$ cat src/rtl/apb_slave_mem_if.sv
// rtl/apb_slave_mem_if.sv - APB bus bundle between requester and apb_slave_mem; pstrb exists only with APB_SLAVE_MEM_PSTRB_EN
interface apb_slave_mem_if #(
    parameter int ADDR_WIDTH = 8,
    parameter int DATA_WIDTH = 32
);
    logic                    pselx;
    logic                    penable;
    logic                    pwrite;
    logic [ADDR_WIDTH-1:0]   paddr;
    logic [DATA_WIDTH-1:0]   pwdata;
`ifdef APB_SLAVE_MEM_PSTRB_EN
    logic [DATA_WIDTH/8-1:0] pstrb;
`endif
    logic                    pready;
    logic [DATA_WIDTH-1:0]   prdata;
    logic                    pslverr;

`ifdef APB_SLAVE_MEM_PSTRB_EN
    modport master (
        output pselx, penable, pwrite, paddr, pwdata, pstrb,
        input  pready, prdata, pslverr
    );
    modport slave (
        input  pselx, penable, pwrite, paddr, pwdata, pstrb,
        output pready, prdata, pslverr
    );
`else
    modport master (
        output pselx, penable, pwrite, paddr, pwdata,
        input  pready, prdata, pslverr
    );
    modport slave (
        input  pselx, penable, pwrite, paddr, pwdata,
        output pready, prdata, pslverr
    );
`endif
endinterface

$ cat src/rtl/apb_slave_mem.sv
// rtl/apb_slave_mem.sv - APB completer with word-addressed memory and fixed wait states
// Byte-strobe writes are enabled by defining APB_SLAVE_MEM_PSTRB_EN.
module apb_slave_mem #(
    parameter int ADDR_WIDTH  = 8,
    parameter int DATA_WIDTH  = 32,
    parameter int DEPTH       = 64,
    parameter int WAIT_CYCLES = 1
) (
    input  logic           pclk,
    input  logic           preset,
    apb_slave_mem_if.slave apb
);
    localparam int STRB_WIDTH = DATA_WIDTH / 8;
    localparam int IDX_WIDTH  = (DEPTH > 1) ? $clog2(DEPTH) : 1;
    localparam logic [ADDR_WIDTH:0] DEPTH_LIMIT = (ADDR_WIDTH + 1)'(DEPTH);
    localparam logic [3:0] WAIT_LOAD = 4'(WAIT_CYCLES);

    typedef enum logic [1:0] {IDLE, WAIT, READY} state_t;

    state_t                state, state_d;
    logic [3:0]            cnt, cnt_d;
    logic [ADDR_WIDTH-1:0] addr_q;
    logic                  write_q;
    logic [DATA_WIDTH-1:0] wdata_q;
    logic                  err_q;
`ifdef APB_SLAVE_MEM_PSTRB_EN
    logic [STRB_WIDTH-1:0] strb_q;
`endif
    logic                  pready_q, pready_d;
    logic [DATA_WIDTH-1:0] prdata_q, prdata_d;
    logic                  pslverr_q, pslverr_d;
    logic                  load, commit;
    logic [ADDR_WIDTH-1:0] cur_addr;
    logic                  cur_write, cur_err;
    logic [DATA_WIDTH-1:0] mem [DEPTH];

    // In IDLE the bus carries the setup values; afterwards only the latched copy is trusted.
    always_comb begin
        cur_addr  = (state == IDLE) ? apb.paddr  : addr_q;
        cur_write = (state == IDLE) ? apb.pwrite : write_q;
        cur_err   = ({1'b0, cur_addr} >= DEPTH_LIMIT);
    end

    always_comb begin
        state_d = state;
        cnt_d   = cnt;
        load    = 1'b0;
        commit  = 1'b0;
        case (state)
            IDLE: begin
                if (apb.pselx && !apb.penable) begin
                    load    = 1'b1;
                    cnt_d   = WAIT_LOAD;
                    state_d = (WAIT_CYCLES > 0) ? WAIT : READY;
                end
            end
            WAIT: begin
                if (!apb.pselx) begin
                    state_d = IDLE;
                end else if (apb.penable) begin
                    cnt_d = cnt - 4'd1;
                    if (cnt == 4'd1) begin
                        state_d = READY;
                    end
                end
            end
            READY: begin
                state_d = IDLE;
                commit  = apb.pselx && apb.penable && write_q && !err_q;
            end
            default: state_d = IDLE;
        endcase

        pready_d  = (state_d == READY);
        pslverr_d = (state_d == READY) && cur_err;
        prdata_d  = '0;
        if ((state_d == READY) && !cur_write && !cur_err) begin
            prdata_d = mem[cur_addr[IDX_WIDTH-1:0]];
        end
    end

    always_ff @(posedge pclk or posedge preset) begin
        if (preset) begin
            state     <= IDLE;
            cnt       <= '0;
            addr_q    <= '0;
            write_q   <= 1'b0;
            wdata_q   <= '0;
            err_q     <= 1'b0;
`ifdef APB_SLAVE_MEM_PSTRB_EN
            strb_q    <= '0;
`endif
            pready_q  <= 1'b0;
            prdata_q  <= '0;
            pslverr_q <= 1'b0;
        end else begin
            state     <= state_d;
            cnt       <= cnt_d;
            if (load) begin
                addr_q  <= apb.paddr;
                write_q <= apb.pwrite;
                wdata_q <= apb.pwdata;
                err_q   <= cur_err;
`ifdef APB_SLAVE_MEM_PSTRB_EN
                strb_q  <= apb.pstrb;
`endif
            end
            pready_q  <= pready_d;
            prdata_q  <= prdata_d;
            pslverr_q <= pslverr_d;
        end
    end

    always_ff @(posedge pclk or posedge preset) begin
        if (preset) begin
            for (int i = 0; i < DEPTH; i++) begin
                mem[i] <= '0;
            end
        end else if (commit) begin
`ifdef APB_SLAVE_MEM_PSTRB_EN
            for (int b = 0; b < STRB_WIDTH; b++) begin
                if (strb_q[b]) begin
                    mem[addr_q[IDX_WIDTH-1:0]][b*8 +: 8] <= wdata_q[b*8 +: 8];
                end
            end
`else
            mem[addr_q[IDX_WIDTH-1:0]] <= wdata_q;
`endif
        end
    end

    assign apb.pready  = pready_q;
    assign apb.prdata  = prdata_q;
    assign apb.pslverr = pslverr_q;
endmodule

$ cat src/flat_wrapper.sv
// flat-port wrapper written by rule: the top's interface ports become plain ports
module apb_slave_mem_flat 
#(
    parameter int ADDR_WIDTH  = 8,
    parameter int DATA_WIDTH  = 32,
    parameter int DEPTH       = 64,
    parameter int WAIT_CYCLES = 1
)
  (pclk, preset, apb_pselx, apb_penable, apb_pwrite, apb_paddr, apb_pwdata, apb_pready, apb_prdata, apb_pslverr);
  apb_slave_mem_if #(.ADDR_WIDTH(ADDR_WIDTH), .DATA_WIDTH(DATA_WIDTH)) apb_i ();
  input  logic pclk;
  input  logic preset;
  input wire logic [$bits(apb_i.pselx)-1:0] apb_pselx;
  input wire logic [$bits(apb_i.penable)-1:0] apb_penable;
  input wire logic [$bits(apb_i.pwrite)-1:0] apb_pwrite;
  input wire logic [$bits(apb_i.paddr)-1:0] apb_paddr;
  input wire logic [$bits(apb_i.pwdata)-1:0] apb_pwdata;
  output wire logic [$bits(apb_i.pready)-1:0] apb_pready;
  output wire logic [$bits(apb_i.prdata)-1:0] apb_prdata;
  output wire logic [$bits(apb_i.pslverr)-1:0] apb_pslverr;
  assign apb_i.pselx = apb_pselx;
  assign apb_i.penable = apb_penable;
  assign apb_i.pwrite = apb_pwrite;
  assign apb_i.paddr = apb_paddr;
  assign apb_i.pwdata = apb_pwdata;
  assign apb_pready = apb_i.pready;
  assign apb_prdata = apb_i.prdata;
  assign apb_pslverr = apb_i.pslverr;
  apb_slave_mem #(.ADDR_WIDTH(ADDR_WIDTH), .DATA_WIDTH(DATA_WIDTH), .DEPTH(DEPTH), .WAIT_CYCLES(WAIT_CYCLES)) u_core (.pclk(pclk), .preset(preset), .apb(apb_i));
endmodule
$ cat config.mk
export PLATFORM = sky130hd
export DESIGN_NAME = apb_slave_mem_flat
export DESIGN_NICKNAME = d
export VERILOG_FILES = /design/src/rtl/apb_slave_mem_if.sv /design/src/rtl/apb_slave_mem.sv /design/src/flat_wrapper.sv
export SDC_FILE = /design/constraint.sdc
export NUM_CORES = 2
export LEC_CHECK = 0
export BUFFER_PORTS_ARGS = -buffer_cell sky130_fd_sc_hd__buf_2
export CORE_MARGIN = 5
export CORE_UTILIZATION = 26
export DETAILED_ROUTE_END_ITERATION = 10
export PLACE_DENSITY_LB_ADDON = 0.3
export SETUP_SLACK_MARGIN = 0.15
export SYNTH_ARGS = -nofsm -noshare
export SYNTH_HDL_FRONTEND = slang
export SYNTH_SLANG_ARGS = --single-unit
$ cat constraint.sdc
create_clock -name pclk -period 72.1 [get_ports pclk]
set_input_delay 7.21 -clock pclk [delete_from_list [all_inputs] [get_ports pclk]]
set_output_delay 7.21 -clock pclk [all_outputs]
set_load 0.05 [all_outputs]
# Word level (Yosys, flattened, before mapping)
# Index checks and enable logic that the tools add are counted.
# op_classes
n_mux,21
addsub,1
n_shift,0
div_mod_pow,0
reduce_logical,15
n_eq_ne,7
mul,0
n_lt_le_gt_ge,4
bitwise,2
# op_table
operator,n
bitwise mux 2048 bit,1
binary-select mux 32 bit (select 6 bit),1
demux 32 bit (select 6 bit),1
2-to-1 mux 32 bit,4
>= comparator 7 bit (second input constant),2
NOT 6 -> 7 bit,2
2-to-1 mux 4 bit,3
>= comparator 8 x 7 -> 1 bit (second input constant),1
logical AND 1 bit,8
2-to-1 mux 2 bit,4
2-to-1 mux 8 bit,1
one-hot mux 4 bit (2 select lines),1
less-than comparator 7 x 1 -> 1 bit (second input constant),1
inequality test 2 bit (second input constant),3
== test 2 bit (second input constant),2
== test 4 x 1 -> 1 bit (second input constant),1
logical NOT 1 bit,4
2-to-1 mux 1 bit,4
one-hot mux 2 bit (2 select lines),1
AND reduction 4 bit,1
subtractor 4 x 1 -> 4 bit (second input constant),1
== test 2 x 1 -> 1 bit (second input constant),1
logical NOT 2 bit,1
nonzero test 2 bit,1
# totals
mem_bits_rw,0
out_inout_bits,34
wordCells,123
ff_bits,2130
latchBits,0
mem_bits_ro,0
mem_count,0
inputBits,45

# Logic depth before layout (Yosys ltp)
# depth
word_depth,9
ltp_mapped,11
ltp_nobuf,8

# Least setup slack after synthesis
# No wires, ideal clock.
# synth_path
path_type,input -> register
start,in apb_paddr[2]
end,reg u_core.prdata_q[14] (netlist: u_core.apb.prdata[14])
setup_ps,143
n_path_buf,3
path_slack_ps,62762
t_required_ps,71957
stages,9
t_arrival_ps,9195
cell_sequence,buf_2 -> nor3b_1 -> buf_2 -> nor2_4 -> clkbuf_1 -> mux2_2 -> a2111o_1 -> a21oi_1 -> o211ai_1
# synth_between
elab_chain_cells,6
elab_cells_between_ends,9
cone_classes,order compare (1); mux (5); bitwise (1); reduce/logical (2)
# synth_lines
element,line,rtl
start: declaration,flat_wrapper.sv:16,input wire logic [$bits(apb_i.paddr)-1:0] apb_paddr;
2-to-1 mux 8 bit (*),apb_slave_mem.sv:39,cur_addr = (state == IDLE) ? apb.paddr : addr_q;
NOT 6 -> 7 bit (not written as such),apb_slave_mem.sv:78,prdata_d = mem[cur_addr[IDX_WIDTH-1:0]];
binary-select mux 32 bit (select 6 bit),apb_slave_mem.sv:78,
2-to-1 mux 32 bit (not written as such) (2 in series),apb_slave_mem.sv:78,
2-to-1 mux 32 bit (*),apb_slave_mem.sv:77,if ((state_d == READY) && !cur_write && !cur_err) begin
net u_core.prdata_d[14],apb_slave_mem.sv:30,"logic [DATA_WIDTH-1:0] prdata_q, prdata_d;"
end signal: assignment,apb_slave_mem.sv:109,prdata_q <= prdata_d;
end: declaration,apb_slave_mem.sv:30,
# The timed path passes the listed nets; every way through them passes the cells marked *. The select of a mux whose other input is x is not followed.
# A chain may end at the register's enable or synchronous reset.

# Worst setup path after layout
# layout_path
start,in apb_paddr[0]
end,reg u_core.prdata_q[8] (netlist: u_core.apb.prdata[8])
# Same word-level chain as after synthesis.

==> impl_metrics.tcl <==
set metrics [dict create \
    nFillCells 39400 \
    syn_inst 8034 \
    relSlewSlack_pct 10.7 \
    grt_usage_pct 16.1 \
    grt_setup_unrepaired "false" \
    clk_path_buf_depth 4 \
    fmax_mhz 82.8 \
    core_um2 389000 \
    cp-end-kind "register" \
    fin_tns_setup_ns 0 \
    num_rows 229 \
    fin_util_pct 29.4 \
    hold_viol 0 \
    overflow 0 \
    synth_flop_cell "dfrtp_1" \
    syn_to_final_growth_pct 12.4 \
    swShare_pct 32.1 \
    cts_tree "built" \
    setup_viol 0 \
    ff2ff_path_depth 11 \
    drive_above_1_share_pct 36.5 \
    synth-edff-count 0 \
    io_buffers 78 \
    critical_path_arrival_ns 12.91 \
    dr_total_vias 68500 \
    holdPathStages 2 \
    die_w_um 635 \
    postSynth.asyncResetShare_pct 100 \
    p_per_area_nw_per_um2 25.5 \
    wirelength_mm 337 \
    syn-num-nets 8081 \
    period_minus_slack_ns 12.08 \
    first_pass_iters 9 \
    dieArea_um2 403000 \
    dpl.cell_count 12600 \
    fin_nets 7708 \
    skew_ns 0.0800 \
    postCtsHoldBufs 0 \
    ant_nets 0 \
    die_h_um 635 \
    grt_first_pass_wirelength_mm 497 \
    wl_per_cell_um 25.9 \
    worstSetupStartpointType "primary input" \
    synthDistinctLibCells 62 \
    worstMarginPinSlew_ns 1.33 \
    intPower_mw 1.98 \
    synth-seq-cells 2130 \
    initial_core_util_pct 26.1 \
    vdd_ir_drop_max_mv 0.0205 \
    synth_area_um2 102000 \
    seqPwrFrac_pct 42.4 \
    grt_antenna_before_repair 15 \
    maxSlewViolCount 0 \
    cp.required_ns 72.93 \
    cp_max_fo 77 \
    dr.first_iter.drc_count 5516 \
    final.period_utilization_pct 16.8 \
    htree_levels 4 \
    combPwrFrac_pct 18.0 \
    clkSinkCount 2130 \
    power.leakage_nw 55.1 \
    drc 0 \
    design_area_um2 114000 \
    insertion_delay_ns 0.92 \
    yosys_warnings 0 \
    power.switching_uw 936 \
    cts-resized-gates 0 \
    layoutNonFillerInstCount 13000 \
    crit_type "primary input to register" \
    dp_hpwl_mm 188 \
    outcome "finished clean" \
    cts_setup_buffers 0 \
    finalWeightedCongestion 0.767 \
    synth-seq-area-share_pct 52.5 \
    p_clk_share_pct 39.6 \
    cts_buffers 226 \
    avgSynthCellArea_um2 12.6 \
    root_buffer "clkbuf_16" \
    placed_area_um2 107000 \
    routed_via_density 5.25 \
    min_path_type "register to register" \
    grt_pass1_vias 71100 \
    cap_violations 0 \
    grt_max_degree 217 \
    path_clk_slew_ns 0.06 \
    ios 79 \
]
==> kinds of logic (layout without fill, tap and decap cells) <==
| family | Yosys count | count (layout) | share of synthesized area [%] |
|---|---|---|---|
| flops | 2130 | 2130 | 52.5 |
| xor+xnor | 2 | 2 | 0.0172 |
| buf+inv | 888 | 685 | 3.70 |
| other cells | 0 | 13 | 0 |
| mux | 2711 | 2711 | 29.3 |
| compound gates | 1142 | 1142 | 8.63 |
| simple gates | 1159 | 1159 | 5.90 |
| fa+ha+maj | 2 | 2 | 0.0246 |
==> area by class of cell <==
cell class / instances / area (um2) / share of cell area [%]
Clock buffer: 356 / 6750 / 5.91
Clock inverter: 42 / 424 / 0.371
Timing Repair Buffer: 278 / 1990 / 1.74
Multi-Input combinational cell: 5016 / 45100 / 39.5
Sequential cell: 2130 / 53400 / 46.7
Antenna cell: 13 / 32.5 / 0.0285
Inverter: 9 / 41.3 / 0.0362
Tap cell: 5197 / 6500 / 5.69
==> cells in the final DEF, fill, tap and decap left out, types with 66 or more instances in the layout <==
| master | instances |
|---|---|
| buf_2 | 77 |
| clkbuf_16 | 227 |
| clkbuf_1 | 71 |
| nor2_1 | 135 |
| nand3_1 | 100 |
| nand2_1 | 320 |
| a211oi_1 | 416 |
| mux2i_1 | 627 |
| nor4_1 | 66 |
| o22ai_1 | 104 |
| and3_1 | 384 |
| a21oi_1 | 83 |
| o41ai_1 | 87 |
| mux2_2 | 2082 |
| buf_4 | 193 |
| dfrtp_1 | 2095 |
==> layer usage <==
layer	share of wire (%)	global-route usage, %	wire [um]
met1	46	22.4	154000
met2	46	25.8	156000
met3	4.9	2.30	16600
met4	3.0	5.15	10100
met5	0.0062	0	21
==> metrics by stage <==
stage          setup WS (ns)  power [mW]  hold slack, ns
5_1_grt                59.76        3.01           0.501
4_1_cts                60.10        2.94           0.478
2_1_floorplan           4.72        1.56           0.437
3_5_place_dp           59.09        1.78           0.464
6_report               60.02        2.91           0.475
3_3_place_gp           59.19        1.77           0.457
==> worst max-delay path: stages <==
cell	delay, ns
buf_8	0.33
or3b_4	0.47
nand2_8	0.42
buf_4	0.75
buf_4	0.75
buf_4	0.95
buf_4	0.72
a211oi_1	0.17
o41ai_1	0.47
nand3_1	0.15
o211ai_1	0.23
==> path summary, 6_finish.rpt <==
kind	slack [ns]	endpoint	from
hold reg to reg	0.48	u_core.addr_q[6]$_DFFE_PP0P_	u_core.addr_q[6]$_DFFE_PP0P_
min in group asynchronous	6.48	u_core.mem[952]$_DFFE_PP0P_	preset
hold / removal	0.48	u_core.addr_q[6]$_DFFE_PP0P_	u_core.addr_q[6]$_DFFE_PP0P_
setup reg to reg	65.70	u_core.apb.prdata[8]$_DFF_PP0_	u_core.state[0]$_DFF_PP0_
setup / recovery	60.02	u_core.apb.prdata[8]$_DFF_PP0_	apb_paddr[0]
max in group asynchronous	60.99	u_core.wdata_q[6]$_DFFE_PP0P_	preset
==> Yosys cell counts, drive strengths merged, types with 63 or more instances <==
cell type     n  area share (%)
a21oi        85            0.42
o211ai       64            0.47
a211oi      416             3.1
dfrtp      2130              52
o32ai        63            0.54
clkbuf      535             2.0
mux2i       628             6.2
o41ai        87            0.75
nor4         67            0.41
nor2        175            0.66
nand2       358             1.3
mux2       2083              23
o22ai       104            0.64
buf         344             1.7
and3        384             2.4
nand3       100            0.49
==> sequential cells by signal, indices dropped and copies added, names as in the netlist <==
register and flops:
u_core.mem 2048, u_core.apb.prdata 32, u_core.wdata_q 32, u_core.addr_q 8, u_core.cnt 4, u_core.state 2, u_core.apb.pready 1, u_core.apb.pslverr 1
u_core.err_q 1, u_core.write_q 1
==> power by group through the flow <==
stage / logic, mW / clock network, mW / registers, mW
6_report: 0.523 / 1.15 / 1.24
3_3_place_gp: 0.518 / 0 / 1.26
3_5_place_dp: 0.523 / 0 / 1.26
2_1_floorplan: 0.323 / 0 / 1.24
4_1_cts: 0.524 / 1.18 / 1.23
5_1_grt: 0.548 / 1.23 / 1.24
No activity file was read; power rests on OpenSTA's default activity.
